[src/rtl/ppx_burst_controller.sv]
// ppx_burst_controller: sequences a downstream ppx_generator through
// delayed, counted or continuous bursts. Period and duty changes are
// held in a shadow copy and only reach the generator on a period boundary.
module ppx_burst_controller #(
  parameter logic [31:0] CLK_FREQ = 32'd10_000_000
) (
  input  logic        clk,
  input  logic        reset,
  input  logic [31:0] cfg_xcount,
  input  logic [4:0]  cfg_xduty_log2,
  input  logic        cfg_wr,
  input  logic [15:0] cfg_num_pulses,
  input  logic [31:0] cfg_delay,
  input  logic        start,
  input  logic        stop,
  input  logic        ppx_in,
  output logic        gen_reset,
  output logic        gen_en,
  output logic [31:0] gen_xcount,
  output logic [4:0]  gen_xduty_log2,
  output logic        ppx_out,
  output logic        busy,
  output logic        done,
  output logic [15:0] pulse_count
);

  typedef enum logic [1:0] {IDLE, DELAY, RUN} state_t;

  state_t      state_reg, state_next;
  logic        gen_reset_reg, gen_reset_next;
  logic        gen_en_reg, gen_en_next;
  logic [31:0] gen_xcount_reg, gen_xcount_next;
  logic [4:0]  gen_duty_reg, gen_duty_next;
  logic [31:0] shadow_xcount_reg, shadow_xcount_next;
  logic [4:0]  shadow_duty_reg, shadow_duty_next;
  logic        pending_reg, pending_next;
  logic        stop_pending_reg, stop_pending_next;
  logic        done_reg, done_next;
  logic [15:0] pulse_count_reg, pulse_count_next;
  logic [15:0] num_pulses_reg, num_pulses_next;
  logic [31:0] delay_reg, delay_next;
  logic [31:0] delay_cnt_reg, delay_cnt_next;
  logic [31:0] period_cnt_reg, period_cnt_next;
  logic [31:0] eff_period;
  logic        boundary;

  // A zero period means "one second" on the generator side.
  assign eff_period = (gen_xcount_reg == 32'd0) ? CLK_FREQ : gen_xcount_reg;
  // period_cnt tracks the generator's own counter, so this is its wrap cycle.
  assign boundary   = gen_en_reg && (period_cnt_reg == eff_period - 32'd1);

  // Next-state, sequencing and shadow/active configuration handling.
  always_comb begin
    state_next         = state_reg;
    gen_xcount_next    = gen_xcount_reg;
    gen_duty_next      = gen_duty_reg;
    shadow_xcount_next = shadow_xcount_reg;
    shadow_duty_next   = shadow_duty_reg;
    pending_next       = pending_reg;
    stop_pending_next  = stop_pending_reg;
    done_next          = 1'b0;
    pulse_count_next   = pulse_count_reg;
    num_pulses_next    = num_pulses_reg;
    delay_next         = delay_reg;
    delay_cnt_next     = delay_cnt_reg;
    period_cnt_next    = period_cnt_reg;

    if (gen_reset_reg) begin
      period_cnt_next = 32'd0;
    end else if (gen_en_reg) begin
      period_cnt_next = boundary ? 32'd0 : period_cnt_reg + 32'd1;
    end

    // A write always lands in the shadow; the latest one wins.
    if (cfg_wr) begin
      shadow_xcount_next = cfg_xcount;
      shadow_duty_next   = cfg_xduty_log2;
      pending_next       = 1'b1;
    end

    case (state_reg)
      IDLE: begin
        if (start) begin
          gen_xcount_next  = shadow_xcount_reg;
          gen_duty_next    = shadow_duty_reg;
          pending_next     = cfg_wr;
          num_pulses_next  = cfg_num_pulses;
          delay_next       = cfg_delay;
          delay_cnt_next   = 32'd0;
          pulse_count_next = 16'd0;
          state_next       = (cfg_delay != 32'd0) ? DELAY : RUN;
        end
      end
      DELAY: begin
        if (stop) begin
          state_next = IDLE;
        end else if (delay_cnt_reg == delay_reg - 32'd1) begin
          state_next = RUN;
        end else begin
          delay_cnt_next = delay_cnt_reg + 32'd1;
        end
      end
      RUN: begin
        if (stop) begin
          stop_pending_next = 1'b1;
        end
        if (boundary) begin
          pulse_count_next = pulse_count_reg + 16'd1;
          if (((num_pulses_reg != 16'd0) && (pulse_count_reg + 16'd1 == num_pulses_reg))
              || stop_pending_reg) begin
            state_next = IDLE;
            done_next  = 1'b1;
          end else if (pending_reg && !cfg_wr) begin
            // A write on this very cycle defers the update one more period.
            gen_xcount_next = shadow_xcount_reg;
            gen_duty_next   = shadow_duty_reg;
            pending_next    = 1'b0;
          end
        end
      end
      default: state_next = IDLE;
    endcase

    if (state_next == IDLE) begin
      stop_pending_next = 1'b0;
    end

    // Generator controls follow the state we are about to enter.
    gen_en_next    = (state_next == RUN);
    gen_reset_next = (state_next != RUN);
  end

  // State and registered outputs, with synchronous reset.
  always_ff @(posedge clk) begin
    if (reset) begin
      state_reg         <= IDLE;
      gen_reset_reg     <= 1'b1;
      gen_en_reg        <= 1'b0;
      gen_xcount_reg    <= 32'd0;
      gen_duty_reg      <= 5'd0;
      shadow_xcount_reg <= 32'd0;
      shadow_duty_reg   <= 5'd0;
      pending_reg       <= 1'b0;
      stop_pending_reg  <= 1'b0;
      done_reg          <= 1'b0;
      pulse_count_reg   <= 16'd0;
      num_pulses_reg    <= 16'd0;
      delay_reg         <= 32'd0;
      delay_cnt_reg     <= 32'd0;
      period_cnt_reg    <= 32'd0;
    end else begin
      state_reg         <= state_next;
      gen_reset_reg     <= gen_reset_next;
      gen_en_reg        <= gen_en_next;
      gen_xcount_reg    <= gen_xcount_next;
      gen_duty_reg      <= gen_duty_next;
      shadow_xcount_reg <= shadow_xcount_next;
      shadow_duty_reg   <= shadow_duty_next;
      pending_reg       <= pending_next;
      stop_pending_reg  <= stop_pending_next;
      done_reg          <= done_next;
      pulse_count_reg   <= pulse_count_next;
      num_pulses_reg    <= num_pulses_next;
      delay_reg         <= delay_next;
      delay_cnt_reg     <= delay_cnt_next;
      period_cnt_reg    <= period_cnt_next;
    end
  end

  assign gen_reset      = gen_reset_reg;
  assign gen_en         = gen_en_reg;
  assign gen_xcount     = gen_xcount_reg;
  assign gen_xduty_log2 = gen_duty_reg;
  assign ppx_out        = ppx_in & gen_en_reg;
  assign busy           = (state_reg != IDLE);
  assign done           = done_reg;
  assign pulse_count    = pulse_count_reg;

endmodule

[config.mk]
export PLATFORM = sky130hd
export DESIGN_NAME = ppx_burst_controller
export DESIGN_NICKNAME = d
export VERILOG_FILES = /design/src/rtl/ppx_burst_controller.sv
export SDC_FILE = /design/constraint.sdc
export NUM_CORES = 1
export LEC_CHECK = 0
export BUFFER_PORTS_ARGS = -buffer_cell sky130_fd_sc_hd__buf_2
export CELL_PAD_IN_SITES_DETAIL_PLACEMENT = 1
export CELL_PAD_IN_SITES_GLOBAL_PLACEMENT = 1
export CORE_ASPECT_RATIO = 0.6
export CORE_MARGIN = 1.5
export CORE_UTILIZATION = 47
export CTS_BUF_LIST = sky130_fd_sc_hd__clkbuf_4 sky130_fd_sc_hd__clkbuf_8 sky130_fd_sc_hd__clkbuf_16
export DETAILED_ROUTE_END_ITERATION = 8
export PLACE_DENSITY_LB_ADDON = 0.1
export RECOVER_POWER = 25
export SKIP_CTS_REPAIR_TIMING = 1
export SYNTH_ARGS = -nofsm -noshare
export SYNTH_HDL_FRONTEND = slang
export SYNTH_SLANG_ARGS = --single-unit
[constraint.sdc]
create_clock -name clk -period 7.7 [get_ports clk]
set_input_delay 1.155 -clock clk [delete_from_list [all_inputs] [get_ports clk]]
set_output_delay 1.155 -clock clk [all_outputs]
set_load 0.01 [all_outputs]
Word level (Yosys, flattened, before mapping). Index checks and enable logic that the tools add are counted.

Word-level logic and storage cells: 90. Register bits after elaboration: 209. Bits of input ports: 91.

Muxes and demuxes: 33. Reductions and logical operators: 21. Add/sub/neg operators: 5. Equality and inequality tests: 13. Bitwise gates (word level): 3.

Operators by type and width (number): 32-bit two-way mux (9); 32-bit case mux with 2 select lines (2); 32-bit by 1-bit adder with 32-bit output (second input constant) (2); 32-bit equality test (2); 32-bit by 1-bit subtractor with 32-bit output (second input constant) (2); 32-bit zero test (1); 16-bit two-way mux (2); 16-bit case mux with 2 select lines (1); 32-bit nonzero test (1); 5-bit two-way mux (4); 16-bit by 1-bit adder with 16-bit output (second input constant) (1); 16-bit equality test (1); 16-bit nonzero test (1); 2-bit != test (second input constant) (7); 2-bit two-way mux (6); 5-bit case mux with 2 select lines (1); 1-bit two-way mux (6); 2-bit case mux with 3 select lines (1); 2-bit nonzero test (3); 5-bit AND reduction (1); 2-bit equality test (second input constant) (2); 2-bit zero test (2); 2-bit AND reduction (2); 4-bit AND reduction (1); 10 further kinds (14).

Depth between registers and ports, before layout. Gate-level depths: netlist of the first run.

Depth in word-level cells: 9. Depth in mapped cells: 15. Gate-level depth less buffers: 11.

Worst setup path before layout of the first run. OpenSTA, ideal clock, no wires.

Path type: register -> register. Start point: register gen_xcount_reg[0] (netlist: gen_xcount[0]). End point: register pulse_count_reg[3] (netlist: pulse_count[3]). Setup time: 59 ps. Setup slack: 4174 ps. Stages on the path, launching flop included: 12. Period minus slack after synthesis: 3526 ps. Arrival time: 3467 ps. Buffers on the path: 0. Path through: dfxtp_1 > inv_1 > ha_1 > nor3b_1 > nand2_1 > a2111oi_4 > mux2i_1 > or4_1 > a2111o_1 > or3_1 > or4_1 > nand2_1.

Longest elaborated chain between the ends: 7.

RTL lines: start: declaration (line 32) `logic [31:0] gen_xcount_reg, gen_xcount_next;`; start signal: assignment (line 155) `gen_xcount_reg <= gen_xcount_next;`; 32-bit zero test (line 48) `assign eff_period = (gen_xcount_reg == 32'd0) ? CLK_FREQ : gen_xcount_reg;`; 32-bit two-way mux (*) (line 48); 32-bit by 1-bit subtractor with 32-bit output (*) (line 50) `assign boundary = gen_en_reg && (period_cnt_reg == eff_period - 32'd1);`; 32-bit equality test (*) (line 50); 1-bit logical AND (*) (line 50); 2-bit != test (no source line) (*); 3-bit AND reduction (no source line) (*); end signal: assignment (line 162) `pulse_count_reg <= pulse_count_next;`; end: declaration (line 39) `logic [15:0] pulse_count_reg, pulse_count_next;`.

Mark *: on every way between the ends. The rest lies on a longest branch, timed or not. A chain may end at the register's enable or synchronous reset.

Worst setup path in the final report of the first run.
Start point: register gen_xcount_reg[27] (netlist: gen_xcount[27]). End point: register period_cnt_reg[22].

Longest elaborated chain between the ends: 6.

RTL lines: 32-bit zero test (line 48); 32-bit two-way mux (*) (line 48); 32-bit by 1-bit subtractor with 32-bit output (*) (line 50); 32-bit equality test (*) (line 50); 1-bit logical AND (*) (line 50); 32-bit two-way mux (*) (line 71) `period_cnt_next = boundary ? 32'd0 : period_cnt_reg + 32'd1;`; end signal: assignment (line 166) `period_cnt_reg <= period_cnt_next;`; end: declaration (line 43) `logic [31:0] period_cnt_reg, period_cnt_next;`.

Marks and branches as above.

==> results.sh, run 1 <==
export IMPL_status="finished with violations"
export IMPL_violations="capacitance limit, slew limit"
export IMPL_grt_max_degree=103
export IMPL_r2r_setup_slack_ns=2.40
export IMPL_avgRoutedWirePerCell_um=20.8
export IMPL_p_sw_w=0.000808
export IMPL_max_freq_mhz=189
export IMPL_portBuffers=148
export IMPL_grt_ovfl_total=0
export IMPL_grtUsageTotal_pct=29.9
export IMPL_reg2reg_from="gen_xcount[27]"
export IMPL_dr_first_iter_drc_count=783
export IMPL_fin_tns_setup_ns=0
export IMPL_crit_chain="nor4_1, nand4_1, nor3_1, o311ai_0, nor4_1, nand4_1, or2_1, nand2_1, nor2_1"
export IMPL_cts_sinks=209
export IMPL_fillers=3021
export IMPL_cts_buffer_depth=3
export IMPL_cp_required_ns=8.06
export IMPL_ant_nets=0
export IMPL_dp_slack_ns=2.63
export IMPL_worstPathArrival_ns=5.66
export IMPL_synth_edf_count=0
export IMPL_top_layer="met4"
export IMPL_stdcell_area_um2=13400
export IMPL_worst_r2r_cell_count=9
export IMPL_holdWs_ns=0.468
export IMPL_worstHoldEndpoint="gen_xcount[18]"
export IMPL_dp_hpwl_um=29100
export IMPL_combPwrFrac_pct=17.3
export IMPL_min_period_ns=5.30
export IMPL_hp_start="shadow_xcount_reg[18]"
export IMPL_synthCells=1448
export IMPL_synthesis_area_um2=11800
export IMPL_synth_xor_area_share_pct=9.93
export IMPL_end_kind="flop"
export IMPL_max_vdd_ir_drop_mv=0.150
export IMPL_synth_area_leader_cell="dfxtp_1"
export IMPL_cpPeakStageDelay_ns=1.05
export IMPL_hold_path_class="reg -> reg"
export IMPL_yosys_most_used_dff="dfxtp_1"
export IMPL_yosysWarnings=0
export IMPL_cts_tree="yes"
export IMPL_yosys_area_share_simple_pct=30.7
export IMPL_clk_pin_slew_ns=0.07
export IMPL_synth_seq_area_share_pct=35.4
export IMPL_htreeDepth=1
export IMPL_fin_skew_ns=0.0118
export IMPL_crit_path_start_kind="flop"
export IMPL_yosys_area_share_adder_pct=0.529
export IMPL_root_buffer="clkbuf_16"
export IMPL_power_share_clock_pct=39.9
export IMPL_synthMuxAreaShare_pct=6.69
export IMPL_num_rows=44
export IMPL_wl_met1_um=20000
export IMPL_syn_avg_cell_area_um2=8.16
export IMPL_mostFrequentLayoutCell="dfxtp_1"
export IMPL_place_area_um2=12700
export IMPL_ys_seq_elements=209
export IMPL_vias=11300
export IMPL_die_h_um=126
export IMPL_antenna_found_initial=0
export IMPL_diodes=0
export IMPL_slowest_stage="nor4_1"
export IMPL_die_area_um2=26100
export IMPL_met2_length_um=15700
export IMPL_worstSetupPathType="reg -> reg"
export IMPL_period_share_pct=68.9
export IMPL_gp_congestion=0.984
export IMPL_maxCapViolCount=2
export IMPL_total_power_w=0.00274
export IMPL_grt_pass1_wl_um=63100
export IMPL_insertion_delay_ns=0.53
export IMPL_p_int_w=0.00194
export IMPL_drive_gt1_share_pct=12.5
export IMPL_worstMarginPinSlew_ns=3.05
export IMPL_synth_area_leaders="dfxtp_1, mux2i_1, xnor2_1"
export IMPL_syn2layout_area_growth_pct=13.5
export IMPL_switching_share_pct=29.4
export IMPL_layout_setup_ws_ns=2.40
export IMPL_synth_top_family_by_area="simple AND/OR/NAND/NOR gates"
export IMPL_p_seq_share_pct=42.8
export IMPL_drc_errors=0
export IMPL_synth_compound_area_share_pct=13.2
export IMPL_die_width_um=208
export IMPL_floorplan_initialDensity_pct=48.3
export IMPL_ys_async_sr_fraction_pct=0
export IMPL_hold_depth=2
export IMPL_ys_types=73
export IMPL_rsz0062_at_grt="false"
export IMPL_wirelength_um=39100
export IMPL_drv_slew=92
export IMPL_wl_met3_um=2870
export IMPL_via_per_inst=6.02
export IMPL_synth_top_area_share_pct=35.4
export IMPL_p_leak_nw=5.16
export IMPL_layout_common_cells="dfxtp_1, nand2_1, buf_2, nor2_1, nand2b_1"
export IMPL_final_nets=1641
export IMPL_mappedNetlistNets=1544
export IMPL_ioPinCount=149
export IMPL_core_um2=24400
export IMPL_hold_violations=0
export IMPL_power_density_nw_per_um2=205
export IMPL_cts_made_buffers=22
export IMPL_grt_pass1_vias=11100
export IMPL_worstPathMaxFanout=30
export IMPL_firstDrtPassIters=5
export IMPL_rr_endpoint="period_cnt_reg[22]"
export IMPL_max_slew_margin_pct=-103
export IMPL_finalSetupViolCount=0
[layer usage]
layer  vias up  global-route usage, %
met1      5568                   46.4
li1       5380                      -
met3        32                   6.41
met5         -                      0
met2       357                   42.3
met4         0                   5.50
[power groups by stage]
stage | sequential [W] | clock (W) | combinational, W
detailed placement | 0.00120 | 0 | 0.000460
CTS | 0.00117 | 0.00112 | 0.000465
global placement | 0.00120 | 0 | 0.000451
finish | 0.00117 | 0.00110 | 0.000475
floorplan | 0.00117 | 0 | 0.000329
global route | 0.00118 | 0.00116 | 0.000515
[Yosys cell counts, drive strengths merged, types with 8 or more instances]
| cell | count |
|---|---|
| nand3 | 51 |
| nor2 | 118 |
| and3 | 15 |
| nor3 | 27 |
| o211ai | 12 |
| and2 | 14 |
| a211oi | 10 |
| dfxtp | 209 |
| xor2 | 62 |
| nand2 | 167 |
| inv | 23 |
| or2 | 8 |
| o21ai | 33 |
| nor4 | 43 |
| or3 | 39 |
| nor2b | 12 |
| o31ai | 16 |
| buf | 16 |
| or4 | 21 |
| a2111oi | 9 |
| clkbuf | 66 |
| a21oi | 85 |
| xnor2 | 72 |
| mux2i | 79 |
| a31oi | 22 |
| nand4 | 33 |
| and4 | 19 |
| nand2b | 87 |
[metrics by stage]
stage | cells | util [%]
after floorplan | 1448 | -
after global placement | 1843 | 52.0
after detailed placement | 1843 | 52.0
after CTS | 1882 | 55.0
after global routing | 1882 | 54.9
final | 1882 | 54.9
[final cells by class]
type                    count  area [µm²]  area share [%]
clock inverters            11        95.1           0.709
flip-flops and latches    209        4180            31.2
clock buffers              28         644            4.81
inverters                  23        86.3           0.644
well taps                 322         403            3.00
repair buffers            156         764            5.70
multi-input cells        1133        7230            53.9
[worst max-delay path: cells and delay by family (launching register included)]
family	cells	cell delay, ns
simple gates	8	4.48
flops	1	0.36
compound gates	1	0.27
[how the worst max path moves through the flow]
stage / startpoint / endpoint / slack (ns)
5_1_grt: gen_xcount[27] / period_cnt_reg[18] / 1.98
6_report: gen_xcount[27] / period_cnt_reg[22] / 2.40
3_5_place_dp: gen_xcount[27] / period_cnt_reg[29] / 2.63
3_3_place_gp: gen_xcount[27] / period_cnt_reg[30] / 2.90
4_1_cts: gen_xcount[27] / period_cnt_reg[22] / 2.58
2_1_floorplan: gen_xcount[0] / pulse_count[3] / 4.17
[cell families (layout without fill, tap and decap cells)]
logic type	count (synthesis)	count (layout)
multiplexers	79	79
adder cells (fa/ha/maj)	5	5
flip-flops	209	209
AO/OA/AOI/OAI	240	240
buffers and inverters	106	218
AND/OR/NAND/NOR	675	675
XOR/XNOR	134	134
(Power assumes the default switching activity.)
==> inputs of run 2 (changes only) <==
--- a/config.mk
+++ b/config.mk
@@ -10,7 +10,7 @@
 export CELL_PAD_IN_SITES_GLOBAL_PLACEMENT = 1
 export CORE_ASPECT_RATIO = 0.6
 export CORE_MARGIN = 1.5
-export CORE_UTILIZATION = 47
+export CORE_UTILIZATION = 40
 export CTS_BUF_LIST = sky130_fd_sc_hd__clkbuf_4 sky130_fd_sc_hd__clkbuf_8 sky130_fd_sc_hd__clkbuf_16
 export DETAILED_ROUTE_END_ITERATION = 8
 export PLACE_DENSITY_LB_ADDON = 0.1
==> constraint.sdc (replaced) <==
create_clock -name clk -period 4.8 [get_ports clk]
set_input_delay 0.72 -clock clk [delete_from_list [all_inputs] [get_ports clk]]
set_output_delay 0.72 -clock clk [all_outputs]
set_load 0.01 [all_outputs]
==> run 2 against run 1 <==
- the flow still finishes with violations (capacitance limit, slew limit)
- cell area up 1.8%
- critical path type unchanged
- first-iteration DRC count is 2.6% lower
- highest routed layer unchanged
- largest power group unchanged
- critical endpoint is now pulse_count[3]
- non-clock buffer count rose by 13
- global-route usage down 3.6 points
- critical path depth is 2 higher
- worst hold slack got worse by 0.040 ns
- final cell count grew 4.9%
- wire length grew 3.7%
- combinational power rose by 65%
- sequential power is 61% higher
- flip-flop and latch count is the same
==> results.sh, run 2 (synthesis gave the netlist of run 1 again) <==
export IMPL_vias=11300
export IMPL_dp_cells=1934
export IMPL_p_seq_share_pct=41.7
export IMPL_min_period_ns=4.33
export IMPL_finalSetupViolCount=0
export IMPL_grtUsageTotal_pct=26.4
export IMPL_p_int_w=0.00319
export IMPL_grt_max_degree=90
export IMPL_cts_buffer_depth=3
export IMPL_gp_congestion=0.917
export IMPL_cp_required_ns=5.27
export IMPL_max_freq_mhz=231
export IMPL_drc_errors=0
export IMPL_fin_skew_ns=0.0195
export IMPL_clk_pin_slew_ns=0.07
export IMPL_grt_ovfl_total=0
export IMPL_grt_pass1_wl_um=63900
export IMPL_reg2reg_from="gen_xcount[0]"
export IMPL_dr_first_iter_drc_count=763
export IMPL_worstPathMaxFanout=12
export IMPL_stdcell_count=1975
export IMPL_max_vdd_ir_drop_mv=0.258
export IMPL_drive_gt1_share_pct=13.1
export IMPL_avgRoutedWirePerCell_um=20.5
export IMPL_drv_slew=91
export IMPL_stdcell_area_um2=13700
export IMPL_syn2layout_area_growth_pct=15.5
export IMPL_ant_nets=0
export IMPL_cts_tree="yes"
export IMPL_htreeDepth=1
export IMPL_worstSetupPathType="reg -> reg"
export IMPL_crit_path_start_kind="flop"
export IMPL_cts_sinks=209
export IMPL_grt_pass1_vias=11000
export IMPL_power_share_clock_pct=41.0
export IMPL_post_route_util_pct=47.3
export IMPL_p_sw_w=0.00132
export IMPL_rsz0062_at_grt="false"
export IMPL_cts_made_buffers=23
export IMPL_hp_start="cfg_xcount[15]"
export IMPL_period_share_pct=90.1
export IMPL_worstHoldEndpoint="shadow_xcount_reg[15]"
export IMPL_floorplan_initialDensity_pct=40.9
export IMPL_wirelength_um=40600
export IMPL_place_area_um2=12900
export IMPL_combPwrFrac_pct=17.3
export IMPL_r2r_setup_slack_ns=0.47
export IMPL_mostFrequentLayoutCell="dfxtp_1"
export IMPL_antenna_found_initial=0
export IMPL_violations="capacitance limit, slew limit"
export IMPL_portBuffers=148
export IMPL_die_area_um2=30600
export IMPL_hold_depth=3
export IMPL_rr_endpoint="pulse_count[3]"
export IMPL_max_slew_margin_pct=-108
export IMPL_num_rows=48
export IMPL_hold_path_class="in -> reg"
export IMPL_root_buffer="clkbuf_16"
export IMPL_dp_hpwl_um=30300
export IMPL_firstDrtPassIters=5
export IMPL_fin_tns_setup_ns=0
export IMPL_die_width_um=225
export IMPL_die_h_um=136
export IMPL_diodes=0
export IMPL_layout_common_cells="dfxtp_1, nand2_1, buf_2, nor2_1, nand2b_1"
export IMPL_ioPinCount=149
export IMPL_worst_r2r_cell_count=11
export IMPL_via_per_inst=5.72
export IMPL_p_leak_nw=5.24
export IMPL_maxCapViolCount=2
export IMPL_status="finished with violations"
export IMPL_insertion_delay_ns=0.53
export IMPL_worstMarginPinSlew_ns=3.12
export IMPL_worstPathArrival_ns=4.80
export IMPL_core_um2=28900
export IMPL_hold_violations=0
export IMPL_final_nets=1655
export IMPL_power_density_nw_per_um2=330
export IMPL_end_kind="flop"
export IMPL_switching_share_pct=29.2
run 2: critical path, cell delays in order (launching register included):
cell	delay, ns
dfxtp_1	0.40
inv_1	0.09
ha_1	0.27
nor3b_1	0.47
nand2_1	0.29
a2111oi_4	0.39
mux2i_1	0.15
or4_1	0.55
a2111o_1	0.46
or3_1	0.58
or4_1	0.53
nand2_1	0.08
run 2: how the worst max path moves through the flow:
stage / start / to
detailed placement: gen_xcount[0] / pulse_count[3]
finish: gen_xcount[0] / pulse_count[3]
global placement: gen_xcount[0] / pulse_count[3]
global route: gen_xcount[0] / pulse_count[3]
CTS: gen_xcount[0] / pulse_count[3]
floorplan: gen_xcount[0] / pulse_count[3]
run 2: stage by stage:
stage	power (W)	hold WS (ns)	worst slack, ns
after global placement	0.00267	0.453	0.659
after CTS	0.00453	0.409	0.495
final	0.00451	0.428	0.473
after global routing	0.00470	0.425	0.142
after detailed placement	0.00268	0.466	0.530
after floorplan	0.00241	0.446	1.27
run 2: final cells by class:
cell class / count / area [µm²]
sequential: 209 / 4180
inverter: 23 / 86.3
fill: 3467 / 15200
clock buffer: 34 / 708
clock inverter: 7 / 71.3
timing repair buffer: 169 / 871
multi-input combinational: 1133 / 7230
tap: 400 / 500
run 2: metal layers:
| metal | wire length, µm | global-route usage, % | vias to the layer above |
|---|---|---|---|
| li1 | - | - | 5398 |
| met1 | 21600 | 41.8 | 5601 |
| met2 | 16300 | 37.4 | 267 |
| met3 | 2090 | 3.96 | 29 |
| met4 | 528 | 4.06 | 0 |
| met5 | 0 | 0 | - |
run 2: power by group through the flow:
stage	clock, W	combinational, W	sequential [W]
floorplan	0	0.000528	0.00188
global placement	0	0.000752	0.00191
detailed placement	0	0.000762	0.00192
CTS	0.00189	0.000768	0.00188
global route	0.00196	0.000848	0.00189
finish	0.00185	0.000782	0.00188
==> inputs of run 3 (changes only) <==
--- a/config.mk
+++ b/config.mk
@@ -5,15 +5,17 @@
 export SDC_FILE = /design/constraint.sdc
 export NUM_CORES = 1
 export LEC_CHECK = 0
+export ABC_AREA = 1
 export BUFFER_PORTS_ARGS = -buffer_cell sky130_fd_sc_hd__buf_2
 export CELL_PAD_IN_SITES_DETAIL_PLACEMENT = 1
 export CELL_PAD_IN_SITES_GLOBAL_PLACEMENT = 1
 export CORE_ASPECT_RATIO = 0.6
 export CORE_MARGIN = 1.5
-export CORE_UTILIZATION = 40
+export CORE_UTILIZATION = 38
 export CTS_BUF_LIST = sky130_fd_sc_hd__clkbuf_4 sky130_fd_sc_hd__clkbuf_8 sky130_fd_sc_hd__clkbuf_16
+export CTS_CLUSTER_DIAMETER = 120
 export DETAILED_ROUTE_END_ITERATION = 8
-export PLACE_DENSITY_LB_ADDON = 0.1
+export PLACE_DENSITY = 0.78
 export RECOVER_POWER = 25
 export SKIP_CTS_REPAIR_TIMING = 1
 export SYNTH_ARGS = -nofsm -noshare
==> run 3 against run 2 <==
- flip-flop and latch count is the same
- final cell count grew 31%
- highest routed layer unchanged
- count of clock-buffer cells in the layout shrank 7
- synthesized area grew 9.5%
- sequential share of layout area shrank 2.2 points
- the flow still finishes with violations (capacitance limit, slew limit)
- wire length grew 17%
- largest power group unchanged
- via count grew 22%
- global-route usage grew 0.85 points
==> results.sh, run 3 <==
export IMPL_synthCells=2020
export IMPL_ff_latch_area_um2=4180
export IMPL_syn2layout_area_growth_pct=13.6
export IMPL_drc_errors=0
export IMPL_dp_hpwl_um=36900
export IMPL_synth_area_leader_cell="dfxtp_1"
export IMPL_die_area_um2=35200
export IMPL_worstHoldEndpoint="num_pulses_reg[9]"
export IMPL_p_sw_w=0.00161
export IMPL_wl_met3_um=2660
export IMPL_synthesis_area_um2=12900
export IMPL_cpMostUsedCell="nor2_1"
export IMPL_mappedNetlistNets=2116
export IMPL_core_um2=33600
export IMPL_slowest_stage="nand2_1"
export IMPL_vias=13700
export IMPL_final_nets=2219
export IMPL_status="finished with violations"
export IMPL_antenna_found_initial=0
export IMPL_hp_start="cfg_num_pulses[9]"
export IMPL_drv_slew=40
export IMPL_wl_met1_um=24600
export IMPL_synth_edf_count=0
export IMPL_total_power_w=0.00484
export IMPL_cts_sinks=209
export IMPL_cts_made_buffers=24
export IMPL_yosysWarnings=0
export IMPL_finalSetupViolCount=0
export IMPL_crit_path_start_kind="flop"
export IMPL_max_freq_mhz=233
export IMPL_gp_congestion=0.952
export IMPL_wirelength_um=47500
export IMPL_hold_violations=0
export IMPL_worst_r2r_cell_count=19
export IMPL_worstSetupPathType="reg -> reg"
export IMPL_worstPathArrival_ns=4.68
export IMPL_synth_area_leaders="dfxtp_1, nor2_1, nand2_1"
export IMPL_worstMarginPinSlew_ns=2.19
export IMPL_fin_tns_setup_ns=0
export IMPL_max_slew_margin_pct=-45.7
export IMPL_violations="capacitance limit, slew limit"
export IMPL_fillers=4605
export IMPL_multi_input_area_um2=7510
export IMPL_combPwrFrac_pct=21.6
export IMPL_fin_skew_ns=0.0255
export IMPL_num_rows=52
export IMPL_synth_top_area_share_pct=32.3
export IMPL_end_kind="flop"
export IMPL_synth_seq_area_share_pct=32.3
export IMPL_synth_most_common_cell="nor2_1"
export IMPL_p_seq_share_pct=40.2
export IMPL_clk_pin_slew_ns=0.06
export IMPL_ys_seq_elements=209
export IMPL_floorplan_initialDensity_pct=38.5
export IMPL_power_share_clock_pct=38.2
export IMPL_r2r_setup_slack_ns=0.50
export IMPL_ys_async_sr_fraction_pct=0
export IMPL_die_h_um=146
export IMPL_grt_ovfl_total=0
export IMPL_cts_tree="yes"
export IMPL_met2_length_um=19600
export IMPL_rr_endpoint="period_cnt_reg[3]"
export IMPL_grtUsageTotal_pct=27.2
export IMPL_rsz0062_at_grt="false"
export IMPL_insertion_delay_ns=0.56
export IMPL_die_width_um=241
export IMPL_ys_types=43
export IMPL_grt_pass1_wl_um=76000
export IMPL_cpPeakStageDelay_ns=0.67
export IMPL_period_share_pct=89.5
export IMPL_htreeDepth=1
export IMPL_yosys_most_used_dff="dfxtp_1"
export IMPL_dr_first_iter_drc_count=869
export IMPL_reg2reg_from="gen_xcount[30]"
export IMPL_via_per_inst=5.30
export IMPL_ant_nets=0
export IMPL_post_route_util_pct=43.7
export IMPL_grt_pass1_vias=13800
export IMPL_p_leak_nw=6.15
export IMPL_syn_avg_cell_area_um2=6.40
export IMPL_switching_share_pct=33.3
export IMPL_cts_buffer_depth=3
export IMPL_mostFrequentLayoutCell="nor2_1"
export IMPL_min_period_ns=4.30
export IMPL_dp_slack_ns=0.713
export IMPL_top_layer="met4"
export IMPL_portBuffers=148
export IMPL_ioPinCount=149
export IMPL_worstPathMaxFanout=24
export IMPL_drive_gt1_share_pct=8.62
export IMPL_root_buffer="clkbuf_16"
export IMPL_layout_setup_ws_ns=0.505
export IMPL_crit_chain="inv_1, nand2_1, nor2_1, nand2_1, nor2_1, nand2_4, nand3_1, nor2_1, inv_1, nor2_1, nand3_1, nand2_1, nand2_1, nor2_1, nand3_1, nor2_1, nand3_1, nand2_1, nor3b_1"
export IMPL_cp_required_ns=5.19
export IMPL_maxCapViolCount=1
export IMPL_hold_depth=3
export IMPL_avgRoutedWirePerCell_um=18.3
export IMPL_synth_commonest_cells="nor2_1, nand2_1, inv_1"
export IMPL_grt_max_degree=92
export IMPL_power_density_nw_per_um2=330
export IMPL_p_int_w=0.00323
export IMPL_firstDrtPassIters=6
export IMPL_max_vdd_ir_drop_mv=0.247
export IMPL_layout_common_cells="nor2_1, nand2_1, inv_1, dfxtp_1, a21oi_1"
export IMPL_hold_path_class="in -> reg"
## run 3: cell count changes after synthesis, moves of 29 or more
cell      delta
a21oi_1     +64
inv_1      +197
mux2i_1     -79
nand2_1    +186
nand2b_1    -86
nand3_1     +87
nand4_1     +40
nor2_1     +260
nor3_1      +29
o21ai_0     +62
or3_1       -39
xor2_1      +50
## run 3: cells by family (layout without fill, tap and decap cells)
| family | after synthesis | after routing | synth area share, % |
|---|---|---|---|
| and+or+nand+nor | 1074 | 1074 | 36.4 |
| buffers and inverters | 317 | 432 | 9.69 |
| AOI/OAI and AO/OA | 256 | 256 | 10.0 |
| DFF | 209 | 209 | 32.3 |
| xor gates and xnor gates | 159 | 159 | 11.0 |
| adders and majority gates | 5 | 5 | 0.484 |
| other | 0 | 1 | 0 |
## run 3: power groups by stage
stage | registers (W) | clock network [W] | logic [W]
2_1_floorplan | 0.00196 | 0 | 0.000705
3_3_place_gp | 0.00198 | 0 | 0.00100
3_5_place_dp | 0.00198 | 0 | 0.00104
4_1_cts | 0.00195 | 0.00190 | 0.00105
5_1_grt | 0.00196 | 0.00196 | 0.00118
6_report | 0.00195 | 0.00185 | 0.00105
## run 3: routing by layer
layer  global-route usage, %  up-vias
met5                       0        -
met4                    3.91        0
met3                    4.32       39
met2                    40.7      291
met1                    41.5     6694
li1                        -     6718
## run 3: area by class of cell
cell class | instances | share of cell area [%]
diodes | 1 | 0.0170
clock buffers | 27 | 4.24
clock inverters | 11 | 0.979
inverters | 232 | 5.93
multi-input cells | 1494 | 51.1
flip-flops and latches | 209 | 28.5
well taps | 459 | 3.91
repair buffers | 162 | 5.36
## run 3: how the worst max path moves through the flow
stage                        start                end  slack, ns
floorplan           gen_xcount[12]    pulse_count[10]       2.22
global placement    gen_xcount[30]  gen_xduty_log2[2]       0.85
detailed placement  gen_xcount[30]  period_cnt_reg[3]       0.71
CTS                 gen_xcount[30]  period_cnt_reg[3]       0.68
global route        gen_xcount[30]  gen_xduty_log2[0]       0.12
finish              gen_xcount[30]  period_cnt_reg[3]       0.50
## run 3: stage by stage
stage / hold WS [ns] / area [µm²] / instances
2_1_floorplan: 0.430 / 12900 / 2020
3_3_place_gp: 0.447 / 14000 / 2556
3_5_place_dp: 0.455 / 14000 / 2556
4_1_cts: 0.371 / 14800 / 2594
5_1_grt: 0.402 / 14700 / 2594
6_report: 0.386 / 14700 / 2595
## run 3: worst max-delay path: cells and delay by family (launching register included)
| kind | cells | cell delay (ns) |
|---|---|---|
| buf+inv | 2 | 0.29 |
| flops | 1 | 0.51 |
| simple gates | 17 | 3.28 |
